### config.mk
export PLATFORM = sky130hd
export DESIGN_NAME = pmu_edge_timing_monitor_flat
export DESIGN_NICKNAME = d
export VERILOG_FILES = /design/src/rtl/pmu_edge_timing_monitor_pkg.sv /design/src/rtl/pmu_edge_timing_monitor_if.sv /design/src/rtl/pmu_edge_timing_monitor_chan.sv /design/src/rtl/pmu_edge_timing_monitor.sv /design/src/flat_wrapper.sv
export SDC_FILE = /design/constraint.sdc
export NUM_CORES = 1
export LEC_CHECK = 0
export ABC_AREA = 0
export CAP_MARGIN = 40
export CORE_AREA = 2 2 137 172
export DETAILED_ROUTE_END_ITERATION = 8
export DIE_AREA = 0 0 139 174
export PLACE_DENSITY = 0.87
export REMOVE_ABC_BUFFERS = 1
export SLEW_MARGIN = 0
export SYNTH_ARGS = -nofsm -noshare
export SYNTH_HDL_FRONTEND = slang
export SYNTH_SLANG_ARGS = --single-unit
### constraint.sdc
create_clock -name C_clk -period 4.5 [get_ports C_clk]
set_input_delay 1.125 -clock C_clk [delete_from_list [all_inputs] [get_ports C_clk]]
set_output_delay 1.125 -clock C_clk [all_outputs]
set_load 0.01 [all_outputs]
### src/rtl/pmu_edge_timing_monitor_pkg.sv
// Shared types for the PMU edge-to-edge timing monitor: channel FSM states,
// edge polarity encodings and verdict codes.
package pmu_mon_pkg;

    typedef enum logic [1:0] {
        IDLE,
        ARMED,
        TIMING
    } state_t;

    localparam logic EDGE_RISE = 1'b0;
    localparam logic EDGE_FALL = 1'b1;

    typedef enum logic [1:0] {
        V_NONE,
        V_PASS,
        V_FAIL
    } verdict_t;

endpackage

### src/rtl/pmu_edge_timing_monitor_if.sv
// Configuration and status bundle of the edge timing monitor; channel fields
// are packed flat vectors, channel i in slice i.
interface pmu_edge_timing_monitor_if #(
    parameter int unsigned NUM_CH = 4,
    parameter int unsigned CNT_W  = 16,
    parameter int unsigned STAT_W = 8
);
    logic [NUM_CH-1:0]        ch_en;
    logic [NUM_CH-1:0]        a_sig;
    logic [NUM_CH-1:0]        b_sig;
    logic [NUM_CH-1:0]        a_pol;
    logic [NUM_CH-1:0]        b_pol;
    logic [NUM_CH*CNT_W-1:0]  min_cyc;
    logic [NUM_CH*CNT_W-1:0]  max_cyc;
    logic                     clr_stats;
    logic [NUM_CH-1:0]        busy;
    logic [NUM_CH-1:0]        err_pulse;
    logic [NUM_CH-1:0]        err_sticky;
    logic [NUM_CH*STAT_W-1:0] pass_cnt;
    logic [NUM_CH*STAT_W-1:0] fail_cnt;

    modport master (
        output ch_en, a_sig, b_sig, a_pol, b_pol, min_cyc, max_cyc, clr_stats,
        input  busy, err_pulse, err_sticky, pass_cnt, fail_cnt
    );

    modport slave (
        input  ch_en, a_sig, b_sig, a_pol, b_pol, min_cyc, max_cyc, clr_stats,
        output busy, err_pulse, err_sticky, pass_cnt, fail_cnt
    );
endinterface

### src/rtl/pmu_edge_timing_monitor_chan.sv
// One monitor channel: input synchronisers, edge detection, timing FSM with
// interval counter, and saturating pass/fail statistics.
module pmu_edge_chan
    import pmu_mon_pkg::*;
#(
    parameter int unsigned CNT_W       = 16,
    parameter int unsigned STAT_W      = 8,
    parameter int unsigned SYNC_STAGES = 2
) (
    input  logic              clk,
    input  logic              rst_n,
    input  logic              ch_en,
    input  logic              a_sig,
    input  logic              b_sig,
    input  logic              a_pol,
    input  logic              b_pol,
    input  logic [CNT_W-1:0]  min_cyc,
    input  logic [CNT_W-1:0]  max_cyc,
    input  logic              clr_stats,
    output logic              busy,
    output logic              err_pulse,
    output logic              err_sticky,
    output logic [STAT_W-1:0] pass_cnt,
    output logic [STAT_W-1:0] fail_cnt
);

    logic [SYNC_STAGES-1:0] a_sync_q, a_sync_d;
    logic [SYNC_STAGES-1:0] b_sync_q, b_sync_d;
    logic                   a_dly_q, a_dly_d;
    logic                   b_dly_q, b_dly_d;
    logic                   a_s, b_s, a_edge, b_edge;

    state_t                 state_q, state_d;
    logic [CNT_W-1:0]       cnt_q, cnt_d;
    logic [STAT_W-1:0]      pass_cnt_q, pass_cnt_d;
    logic [STAT_W-1:0]      fail_cnt_q, fail_cnt_d;
    logic                   err_pulse_q, err_pulse_d;
    logic                   err_sticky_q, err_sticky_d;

    verdict_t               v_b, v_a;
    logic                   settle_ok, window_ok;
    logic                   pass_inc;
    logic [1:0]             fail_n;
    logic [STAT_W:0]        pass_sum, fail_sum;

    // Both paths see the same latency, so the delayed copy keeps intervals exact.
    always_comb begin
        a_sync_d = {a_sync_q[SYNC_STAGES-2:0], a_sig};
        b_sync_d = {b_sync_q[SYNC_STAGES-2:0], b_sig};
        a_s      = a_sync_q[SYNC_STAGES-1];
        b_s      = b_sync_q[SYNC_STAGES-1];
        a_dly_d  = a_s;
        b_dly_d  = b_s;
        a_edge   = (a_pol == EDGE_RISE) ? (a_s & ~a_dly_q) : (~a_s & a_dly_q);
        b_edge   = (b_pol == EDGE_RISE) ? (b_s & ~b_dly_q) : (~b_s & b_dly_q);
    end

    assign settle_ok = (b_s == b_pol);
    assign window_ok = (cnt_q > min_cyc) && ((max_cyc == '0) || (cnt_q <= max_cyc));

    // v_b carries the interval verdict, v_a the settle verdict; both can fire together.
    always_comb begin
        state_d = state_q;
        cnt_d   = cnt_q;
        v_b     = V_NONE;
        v_a     = V_NONE;
        if (!ch_en) begin
            state_d = IDLE;
            cnt_d   = '0;
        end else begin
            case (state_q)
                IDLE: begin
                    state_d = ARMED;
                end
                ARMED: begin
                    if (a_edge) begin
                        if (settle_ok) begin
                            state_d = TIMING;
                            cnt_d   = CNT_W'(1);
                        end else begin
                            v_a = V_FAIL;
                        end
                    end
                end
                TIMING: begin
                    if (b_edge) begin
                        v_b     = window_ok ? V_PASS : V_FAIL;
                        state_d = ARMED;
                        cnt_d   = '0;
                        if (a_edge) begin
                            if (settle_ok) begin
                                state_d = TIMING;
                                cnt_d   = CNT_W'(1);
                            end else begin
                                v_a = V_FAIL;
                            end
                        end
                    end else if (a_edge) begin
                        cnt_d = CNT_W'(1);
                    end else if ((max_cyc != '0) && (cnt_q == max_cyc)) begin
                        v_b     = V_FAIL;
                        state_d = ARMED;
                        cnt_d   = '0;
                    end else if (cnt_q != '1) begin
                        cnt_d = cnt_q + CNT_W'(1);
                    end
                end
                default: begin
                    state_d = IDLE;
                    cnt_d   = '0;
                end
            endcase
        end
    end

    always_comb begin
        pass_inc     = (v_b == V_PASS);
        fail_n       = {1'b0, v_b == V_FAIL} + {1'b0, v_a == V_FAIL};
        pass_sum     = {1'b0, pass_cnt_q} + {{STAT_W{1'b0}}, pass_inc};
        fail_sum     = {1'b0, fail_cnt_q} + {{(STAT_W-1){1'b0}}, fail_n};
        err_pulse_d  = (fail_n != 2'd0);
        pass_cnt_d   = pass_sum[STAT_W] ? '1 : pass_sum[STAT_W-1:0];
        fail_cnt_d   = fail_sum[STAT_W] ? '1 : fail_sum[STAT_W-1:0];
        err_sticky_d = err_sticky_q | err_pulse_d;
        if (clr_stats) begin
            pass_cnt_d   = '0;
            fail_cnt_d   = '0;
            err_sticky_d = 1'b0;
        end
    end

    always_ff @(posedge clk) begin
        if (!rst_n) begin
            a_sync_q     <= '0;
            b_sync_q     <= '0;
            a_dly_q      <= 1'b0;
            b_dly_q      <= 1'b0;
            state_q      <= IDLE;
            cnt_q        <= '0;
            pass_cnt_q   <= '0;
            fail_cnt_q   <= '0;
            err_pulse_q  <= 1'b0;
            err_sticky_q <= 1'b0;
        end else begin
            a_sync_q     <= a_sync_d;
            b_sync_q     <= b_sync_d;
            a_dly_q      <= a_dly_d;
            b_dly_q      <= b_dly_d;
            state_q      <= state_d;
            cnt_q        <= cnt_d;
            pass_cnt_q   <= pass_cnt_d;
            fail_cnt_q   <= fail_cnt_d;
            err_pulse_q  <= err_pulse_d;
            err_sticky_q <= err_sticky_d;
        end
    end

    assign busy       = (state_q == TIMING);
    assign err_pulse  = err_pulse_q;
    assign err_sticky = err_sticky_q;
    assign pass_cnt   = pass_cnt_q;
    assign fail_cnt   = fail_cnt_q;

endmodule

### src/rtl/pmu_edge_timing_monitor.sv
// Multi-channel PMU edge-to-edge timing monitor: slices the bundled vectors
// per channel and fans clr_stats out to every channel.
module pmu_edge_timing_monitor
    import pmu_mon_pkg::*;
#(
    parameter int unsigned NUM_CH      = 4,
    parameter int unsigned CNT_W       = 16,
    parameter int unsigned STAT_W      = 8,
    parameter int unsigned SYNC_STAGES = 2
) (
    input logic                     C_clk,
    input logic                     C_purstb,
    pmu_edge_timing_monitor_if.slave mon
);

    for (genvar i = 0; i < NUM_CH; i++) begin : g_ch
        pmu_edge_chan #(
            .CNT_W      (CNT_W),
            .STAT_W     (STAT_W),
            .SYNC_STAGES(SYNC_STAGES)
        ) u_chan (
            .clk       (C_clk),
            .rst_n     (C_purstb),
            .ch_en     (mon.ch_en[i]),
            .a_sig     (mon.a_sig[i]),
            .b_sig     (mon.b_sig[i]),
            .a_pol     (mon.a_pol[i]),
            .b_pol     (mon.b_pol[i]),
            .min_cyc   (mon.min_cyc[i*CNT_W +: CNT_W]),
            .max_cyc   (mon.max_cyc[i*CNT_W +: CNT_W]),
            .clr_stats (mon.clr_stats),
            .busy      (mon.busy[i]),
            .err_pulse (mon.err_pulse[i]),
            .err_sticky(mon.err_sticky[i]),
            .pass_cnt  (mon.pass_cnt[i*STAT_W +: STAT_W]),
            .fail_cnt  (mon.fail_cnt[i*STAT_W +: STAT_W])
        );
    end

endmodule

### src/flat_wrapper.sv
// flat-port wrapper written by rule: the top's interface ports become plain ports
module pmu_edge_timing_monitor_flat import pmu_mon_pkg::*;
#(
    parameter int unsigned NUM_CH      = 4,
    parameter int unsigned CNT_W       = 16,
    parameter int unsigned STAT_W      = 8,
    parameter int unsigned SYNC_STAGES = 2
)
  (C_clk, C_purstb, mon_ch_en, mon_a_sig, mon_b_sig, mon_a_pol, mon_b_pol, mon_min_cyc, mon_max_cyc, mon_clr_stats, mon_busy, mon_err_pulse, mon_err_sticky, mon_pass_cnt, mon_fail_cnt);
  pmu_edge_timing_monitor_if #(.NUM_CH(NUM_CH), .CNT_W(CNT_W), .STAT_W(STAT_W)) mon_i ();
  input logic C_clk;
  input logic C_purstb;
  input wire logic [$bits(mon_i.ch_en)-1:0] mon_ch_en;
  input wire logic [$bits(mon_i.a_sig)-1:0] mon_a_sig;
  input wire logic [$bits(mon_i.b_sig)-1:0] mon_b_sig;
  input wire logic [$bits(mon_i.a_pol)-1:0] mon_a_pol;
  input wire logic [$bits(mon_i.b_pol)-1:0] mon_b_pol;
  input wire logic [$bits(mon_i.min_cyc)-1:0] mon_min_cyc;
  input wire logic [$bits(mon_i.max_cyc)-1:0] mon_max_cyc;
  input wire logic [$bits(mon_i.clr_stats)-1:0] mon_clr_stats;
  output wire logic [$bits(mon_i.busy)-1:0] mon_busy;
  output wire logic [$bits(mon_i.err_pulse)-1:0] mon_err_pulse;
  output wire logic [$bits(mon_i.err_sticky)-1:0] mon_err_sticky;
  output wire logic [$bits(mon_i.pass_cnt)-1:0] mon_pass_cnt;
  output wire logic [$bits(mon_i.fail_cnt)-1:0] mon_fail_cnt;
  assign mon_i.ch_en = mon_ch_en;
  assign mon_i.a_sig = mon_a_sig;
  assign mon_i.b_sig = mon_b_sig;
  assign mon_i.a_pol = mon_a_pol;
  assign mon_i.b_pol = mon_b_pol;
  assign mon_i.min_cyc = mon_min_cyc;
  assign mon_i.max_cyc = mon_max_cyc;
  assign mon_i.clr_stats = mon_clr_stats;
  assign mon_busy = mon_i.busy;
  assign mon_err_pulse = mon_i.err_pulse;
  assign mon_err_sticky = mon_i.err_sticky;
  assign mon_pass_cnt = mon_i.pass_cnt;
  assign mon_fail_cnt = mon_i.fail_cnt;
  pmu_edge_timing_monitor #(.NUM_CH(NUM_CH), .CNT_W(CNT_W), .STAT_W(STAT_W), .SYNC_STAGES(SYNC_STAGES)) u_core (.C_clk(C_clk), .C_purstb(C_purstb), .mon(mon_i));
endmodule
==> results of run 1 <==
-- state kept, by name, indices dropped and copies added (netlist names) --
register                       count
u_core.g_ch.u_chan.err_sticky      4
u_core.g_ch.u_chan.b_sync_q        8
u_core.g_ch.u_chan.a_dly_q         4
u_core.g_ch.u_chan.err_pulse       4
u_core.g_ch.u_chan.b_dly_q         4
u_core.g_ch.u_chan.a_sync_q        8
u_core.g_ch.u_chan.fail_cnt       32
u_core.g_ch.u_chan.state_q         8
u_core.g_ch.u_chan.cnt_q          64
u_core.g_ch.u_chan.pass_cnt       32
-- cells in the final DEF, fill, tap and decap left out, types with 20 or more instances in the layout --
| master | synthesis | final |
|---|---|---|
| nor2b_1 | 24 | 22 |
| xor2_1 | 20 | 20 |
| o21ai_0 | 39 | 38 |
| a21o_1 | 22 | 22 |
| nand2_1 | 81 | 81 |
| clkdlybuf4s50_1 | 0 | 219 |
| buf_4 | 12 | 78 |
| o211ai_1 | 34 | 34 |
| a31oi_1 | 29 | 29 |
| nor2_1 | 81 | 77 |
| and3_1 | 30 | 30 |
| and2_1 | 36 | 36 |
| ha_1 | 172 | 163 |
| inv_1 | 186 | 184 |
| dfxtp_1 | 168 | 168 |
| nor4_1 | 24 | 23 |
| nand3_1 | 66 | 62 |
| nor3_1 | 22 | 22 |
| a21oi_1 | 151 | 143 |
| nand4_1 | 43 | 43 |
-- cells by family (layout without fill, tap and decap cells) --
family          after synthesis  after routing  share of synthesized area (%)
fa+ha+maj                   176            176                           18.6
simple gates                498            498                           22.7
mux                          12             12                          0.999
flops                       168            168                           28.0
compound gates              365            365                           19.6
other cells                   0              1                              0
xor+xnor                     34             34                           2.48
buf+inv                     232            521                           7.74
-- report_power, final --
group,switching [W],internal [W]
Combinational,0.000213,0.000228
Clock,0.000613,0.000830
Sequential,0.00000901,0.00150
Total,0.000835,0.00256
-- through the flow --
stage / cell area [um2] / util (%) / hold WS [ps] / setup slack, ps / cells
6_report: 15900 / 70.2 / 433 / 115 / 2063
3_5_place_dp: 15000 / 66.2 / 418 / -735 / 2028
5_1_grt: 15900 / 70.2 / 451 / -85.7 / 2062
2_1_floorplan: 11800 / - / 412 / 324 / 1439
3_3_place_gp: 15000 / 66.2 / 414 / -648 / 2028
4_1_cts: 15600 / 68.8 / 430 / 13.3 / 2058
-- final timing paths --
path | depth (start not counted) | endpoint | from
min reg2reg | 1 | u_core.g_ch[3].u_chan.b_sync_q[1] | u_core.g_ch[3].u_chan.b_sync_q[0]
max reg2reg | 18 | u_core.g_ch[1].u_chan.fail_cnt[6] | u_core.g_ch[1].u_chan.cnt_q[0]
max | 18 | u_core.g_ch[1].u_chan.fail_cnt[6] | mon_max_cyc[19]
min | 1 | u_core.g_ch[3].u_chan.b_sync_q[1] | u_core.g_ch[3].u_chan.b_sync_q[0]
-- metal layers --
metal,share of wire [%],wire (um),GRT usage [%],vias to the layer above
met2,51,17200,48.8,463
met3,6.8,2300,6.17,99
met4,3.9,1320,12.8,2
li1,-,-,-,5920
met5,0.032,11,0,-
met1,39,13200,29.2,5656
-- worst register-to-register path, stage by stage (launching register included) --
cell	delay [ps]
dfxtp_1	440
inv_1	110
ha_1	240
nor2b_4	130
o211ai_1	130
a2111oi_4	420
a2111oi_4	80
buf_4	160
o311ai_4	290
buf_4	170
nor3b_2	200
ha_1	160
ha_2	170
inv_1	60
fa_2	390
nor2_4	140
nand3_2	100
nor3b_2	180
nor3_1	70
-- cell type report --
type                            instances  area [um2]
Tap cell                              288         360
Fill cell                            1739        6740
Antenna cell                            1        2.50
Multi-Input combinational cell       1085        8030
Sequential cell                       168        3360
Clock inverter                         10         120
Inverter                              186         698
Clock buffer                           20         447
Timing Repair Buffer                  305        2890
-- what timing repair did --
item,in CTS,in global routing
setup buffers,0,4
endpoints found under the setup margin,9,29
cloned,0,0
pin swaps,0,18
gates resized for setup,9,53
==> results.md, run 1 <==
* Outcome: finished clean
* Die width at 139 um
* Via count at 12100
* Critical path endpoint category: flip-flop
* Worst R2R Setup Slack at 760 ps
* WS Path Type: in2reg
* Area leader, netlist: dfxtp_1
* Max Slew Vio Count at 0
* Total wire length at 34000 um
* Max_cap viols at 0
* Reg clk slew, reported paths at 70 ps
* Final period util at 97.5%
* Most frequent cell after synthesis: inv_1
* Syn Inst Count at 1485
* CTS Root Cell: clkbuf_16
* Clock latency on the worst-skew pair at 430 ps
* Post-Syn Area at 12000 um2
* Final setup viols at 0
* First-pass GRT wire length at 54100 um
* Worst Hold Class: reg2reg
* GRT Residual Overflow at 0
* Slowest-stage cell, CP: clkdlybuf4s50_1
* Startpoint types: input port
* Setup Skew at 10.3 ps
* Worst Path Required at 4820 ps
* IO Pins at 227
* Crit path buf inv count at 5
* Synth area leaders: dfxtp_1 (28%), ha_1 (18%), a21oi_1 (6.3%), inv_1 (5.8%), nand3_1 (2.7%)
* Rows at 62
* CTS tree: done
* Die Area at 24200 um2
* Clock buffer depth at 2
* IO buf count at 226
* CP arrival at 4700 ps
* Routed vias/inst at 5.88
* Ys async rst share at 0%
* Final GP Congestion at 0.962
* CP delay by family, top: adder cells
* Number of synthesized register bits at 168
* Post-DRT Antenna Nets at 0
* Sequential-to-total area share from yosys stat at 28.0%
* Synth-to-layout area growth at 32.4%
* Core Region at 22700 um2
* EDFF count, synth at 0
* Mean Syn Cell Area at 8.09 um2
* Count of final hold-check violations at 0
* Remaining DRCs at 0
* Initial core utilization at 53.1%
* Setup Total Neg Slack at 0 ps
* Worst slew margin at 54.1%
* Yosys warns at 0
* Critical path cell sequence: clkdlybuf4s50_1 > inv_1 > ha_4 > o211ai_1 > a2111oi_4 > a2111oi_4 > buf_4 > o311ai_4 > buf_4 > nor3b_2 > ha_1 > ha_2 > inv_1 > fa_2 > nor2_4 > nand3_2 > nor3b_2 > nor3_1
* DPL Wire Length at 25900 um
* Vias in the first global route at 11900
* Post-layout min period at 4390 ps
* Max H-tree Level at 4
* Pwr/cell area at 213 nW/um2
* Clk sink count at 168
* Layout cells sized above 1 at 9.58%
* TritonCTS Buffers at 17
* Top-area cell type share of the netlist area at 28.0%
* Number of unique standard cell types used by synthesis at 77
* Wire per inst at 16.5 um
* Slew at the pin closest to its max-slew limit at 688 ps
* Initial antenna violation count at 2
* Post-synth top cells: inv_1 (186), ha_1 (172), dfxtp_1 (168), a21oi_1 (151)
* Leakage power at 6.87 nW
* VDD IR max at 0.275 mV
* Fmax at 228 MHz
* Most used DFF post-synth: dfxtp_1
* DRT iter0 DRCs at 733
* Die height at 174 um
* Total GRT Usage at 26.8%
* Largest net degree at the start of global routing at 40
* Final Net Count at 2090
* Slowest stage delay, CP at 500 ps
* Crit Path Max Fanout at 4
* Drt first pass iters at 5
* Cts hold-fix bufs at 0
* Pwr Total at 0.00339 W
Power figures use the tool's default switching activity.
==> run 2, diff against run 1 <==
--- a/config.mk
+++ b/config.mk
@@ -7,10 +7,12 @@
 export LEC_CHECK = 0
 export ABC_AREA = 0
 export CAP_MARGIN = 40
-export CORE_AREA = 2 2 137 172
+export CORE_AREA = 2 2 130 164
+export CTS_CLUSTER_SIZE = 8
 export DETAILED_ROUTE_END_ITERATION = 8
-export DIE_AREA = 0 0 139 174
-export PLACE_DENSITY = 0.87
+export DIE_AREA = 0 0 132 166
+export DONT_BUFFER_PORTS = 1
+export PLACE_DENSITY = 0.81
 export REMOVE_ABC_BUFFERS = 1
 export SLEW_MARGIN = 0
 export SYNTH_ARGS = -nofsm -noshare
==> results.md, run 2 (synthesis gave the netlist of run 1 again) <==
* Dpl ws at -88.0 ps
* Post-DRT Antenna Nets at 0
* Reg clk slew, reported paths at 70 ps
* Slowest stage delay, CP at 580 ps
* Crit path buf inv count at 2
* DRT iter0 DRCs at 571
* Layout cells sized above 1 at 4.57%
* VDD IR max at 0.316 mV
* Placed cells at 1729
* Critical path cell sequence: inv_1 > ha_1 > nand4_1 > or4_1 > nand2b_1 > o21ai_0 > o2111a_1 > ha_1 > ha_1 > inv_1 > fa_1 > nand2b_1 > nor2_1 > nand3_1 > a21oi_1
* Worst reg-to-reg path cell count at 14
* CTS tree: done
* Die width at 132 um
* Largest net degree at the start of global routing at 39
* Max H-tree Level at 4
* Most used cell, CP: ha_1
* Largest reg by FF count: u_core.g_ch.u_chan.cnt_q
* Total GRT Usage at 25.9%
* Die Area at 21900 um2
* Post-cts resize count at 0
* Outcome: finished clean
* Cts hold-fix bufs at 0
* Initial core utilization at 58.8%
* Routed vias/inst at 6.12
* Final setup viols at 0
* IO Pins at 227
* WS Path Type: in2reg
* Drt first pass iters at 5
* Setup Skew at 13.2 ps
* Slew at the pin closest to its max-slew limit at 776 ps
* Remaining DRCs at 0
* Synth-to-layout area growth at 7.02%
* Critical path endpoint category: flip-flop
* Worst Path Required at 4850 ps
* Wire per inst at 16.5 um
* Startpoint types: input port
* DPL Wire Length at 22600 um
* Fin util at 62.9%
* Clock latency on the worst-skew pair at 430 ps
* Core Region at 20400 um2
* Hold Path Sink: u_core.g_ch[3].u_chan.a_sync_q[1]
* Max_cap viols at 0
* Final period util at 90.7%
* Most common cell after layout, fill and taps aside: inv_1
* Worst Hold Class: reg2reg
* Leakage power at 5.62 nW
* Fillers at 1764
* Setup Total Neg Slack at 0 ps
* Pwr Total at 0.00327 W
* Die height at 166 um
* Largest register FFs at 64
* Worst r2r src: u_core.g_ch[3].u_chan.cnt_q[11]
* Unrepaired setup endpoints after global routing: no
* Diode count at 0
* Via count at 10800
* Worst slew margin at 48.1%
* Setup ws final at 418 ps
* Clock buffer depth at 2
* Vias in the first global route at 10400
* CTS Root Cell: clkbuf_16
* Clk sink count at 168
* CP arrival at 4430 ps
* Most frequent cells in the layout: inv_1 (186), ha_1 (172), dfxtp_1 (168)
* Count of final hold-check violations at 0
* Post-CTS Setup Inserts at 0
* Slowest-stage cell, CP: or4_1
* Hold-critical path depth at 1
* Max Slew Vio Count at 0
* Crit Path Max Fanout at 6
* Worst R2R Setup Slack at 690 ps
* Pwr/cell area at 254 nW/um2
* First-pass GRT wire length at 47900 um
* IO buf count at 0
* Fmax at 245 MHz
* Layout Cells excl Fill at 1761
* Hold Crit Start: u_core.g_ch[3].u_chan.a_sync_q[0]
* Initial antenna violation count at 0
* GRT Residual Overflow at 0
* Rows at 59
* Total wire length at 29000 um
* Crit Reg-Reg Endpoint: u_core.g_ch[3].u_chan.fail_cnt[0]
* CP delay by family, top: simple AND/OR/NAND/NOR gates
* TritonCTS Buffers at 17
* Post-layout min period at 4080 ps
* Final Net Count at 1801
* Final GP Congestion at 0.936
[run 2: cell count changes in the layout (fill, tap and decap cells not counted), sizes merged]
| cell | change |
|---|---|
| clkdlybuf4s50 | -219 |
| buf | -63 |
| dlymetal6s2s | -7 |
| inv | +7 |
| clkbuf | -3 |
| bufinv | -1 |
| clkinv | -1 |
| diode | -1 |
[run 2: worst max path at each step]
stage               startpoint                                 to  slack (ps)  cells after the start
3_5_place_dp   mon_max_cyc[27]  u_core.g_ch[1].u_chan.fail_cnt[0]         -90                     14
3_3_place_gp   mon_max_cyc[17]  u_core.g_ch[1].u_chan.fail_cnt[6]          10                     16
6_report       mon_max_cyc[59]  u_core.g_ch[3].u_chan.fail_cnt[0]         420                     15
5_1_grt        mon_max_cyc[27]  u_core.g_ch[1].u_chan.fail_cnt[1]         130                     14
4_1_cts        mon_max_cyc[27]  u_core.g_ch[1].u_chan.fail_cnt[0]         340                     14
2_1_floorplan  mon_max_cyc[17]  u_core.g_ch[1].u_chan.fail_cnt[6]         320                     16
[run 2: final cells by class]
cell class / instances / area [um2] / share of cell area (%)
clock buffer: 17 / 425 / 3.31
clock inverter: 15 / 173 / 1.34
inverter: 186 / 698 / 5.43
multi-input combinational: 1085 / 7730 / 60.1
sequential: 168 / 3360 / 26.1
tap: 274 / 343 / 2.67
timing repair buffer: 16 / 133 / 1.03
[run 2: power breakdown]
group / internal, W / switching [W] / total, W
Clock: 0.000798 / 0.000700 / 0.00150
Combinational: 0.0000972 / 0.000162 / 0.000260
Sequential: 0.00150 / 0.00000904 / 0.00151
Total: 0.00239 / 0.000871 / 0.00327
[run 2: layer usage]
metal  global-route usage (%)  share of wire [%]  wire (um)  vias up
li1                         -                  -          -     5339
met1                     30.3                 42      12000     5047
met2                     46.4                 50      14500      348
met3                     6.93                7.0       2030       43
met4                     7.42                1.7        490        0
met5                        0                  0          0        -
[run 2: worst reg2reg max path: stages (launching register included)]
cell	delay, ps
dfxtp_1	400
ha_1	370
nand4_1	160
or4_1	580
nand2b_1	190
o21ai_0	230
o2111a_1	270
ha_1	160
ha_1	160
inv_1	50
fa_1	400
nand2b_1	190
nor2_1	130
nand3_1	240
a21oi_1	220
[run 2: metrics by stage]
step	hold WS (ps)	area [um2]
after global placement	416	12200
after global routing	438	12900
after detailed placement	418	12300
final	434	12900
after CTS	435	12900
after floorplan	412	11800
==> run 3, diff against run 2 <==
--- a/config.mk
+++ b/config.mk
@@ -6,13 +6,12 @@
 export NUM_CORES = 1
 export LEC_CHECK = 0
 export ABC_AREA = 0
-export CAP_MARGIN = 40
-export CORE_AREA = 2 2 130 164
+export CAP_MARGIN = 25
+export CORE_AREA = 2 2 137 172
 export CTS_CLUSTER_SIZE = 8
 export DETAILED_ROUTE_END_ITERATION = 8
-export DIE_AREA = 0 0 132 166
-export DONT_BUFFER_PORTS = 1
-export PLACE_DENSITY = 0.81
+export DIE_AREA = 0 0 139 174
+export PLACE_DENSITY = 0.87
 export REMOVE_ABC_BUFFERS = 1
 export SLEW_MARGIN = 0
 export SYNTH_ARGS = -nofsm -noshare
==> results of run 3 <==
Final layout, timing and power as in run 1 (identical DEF).
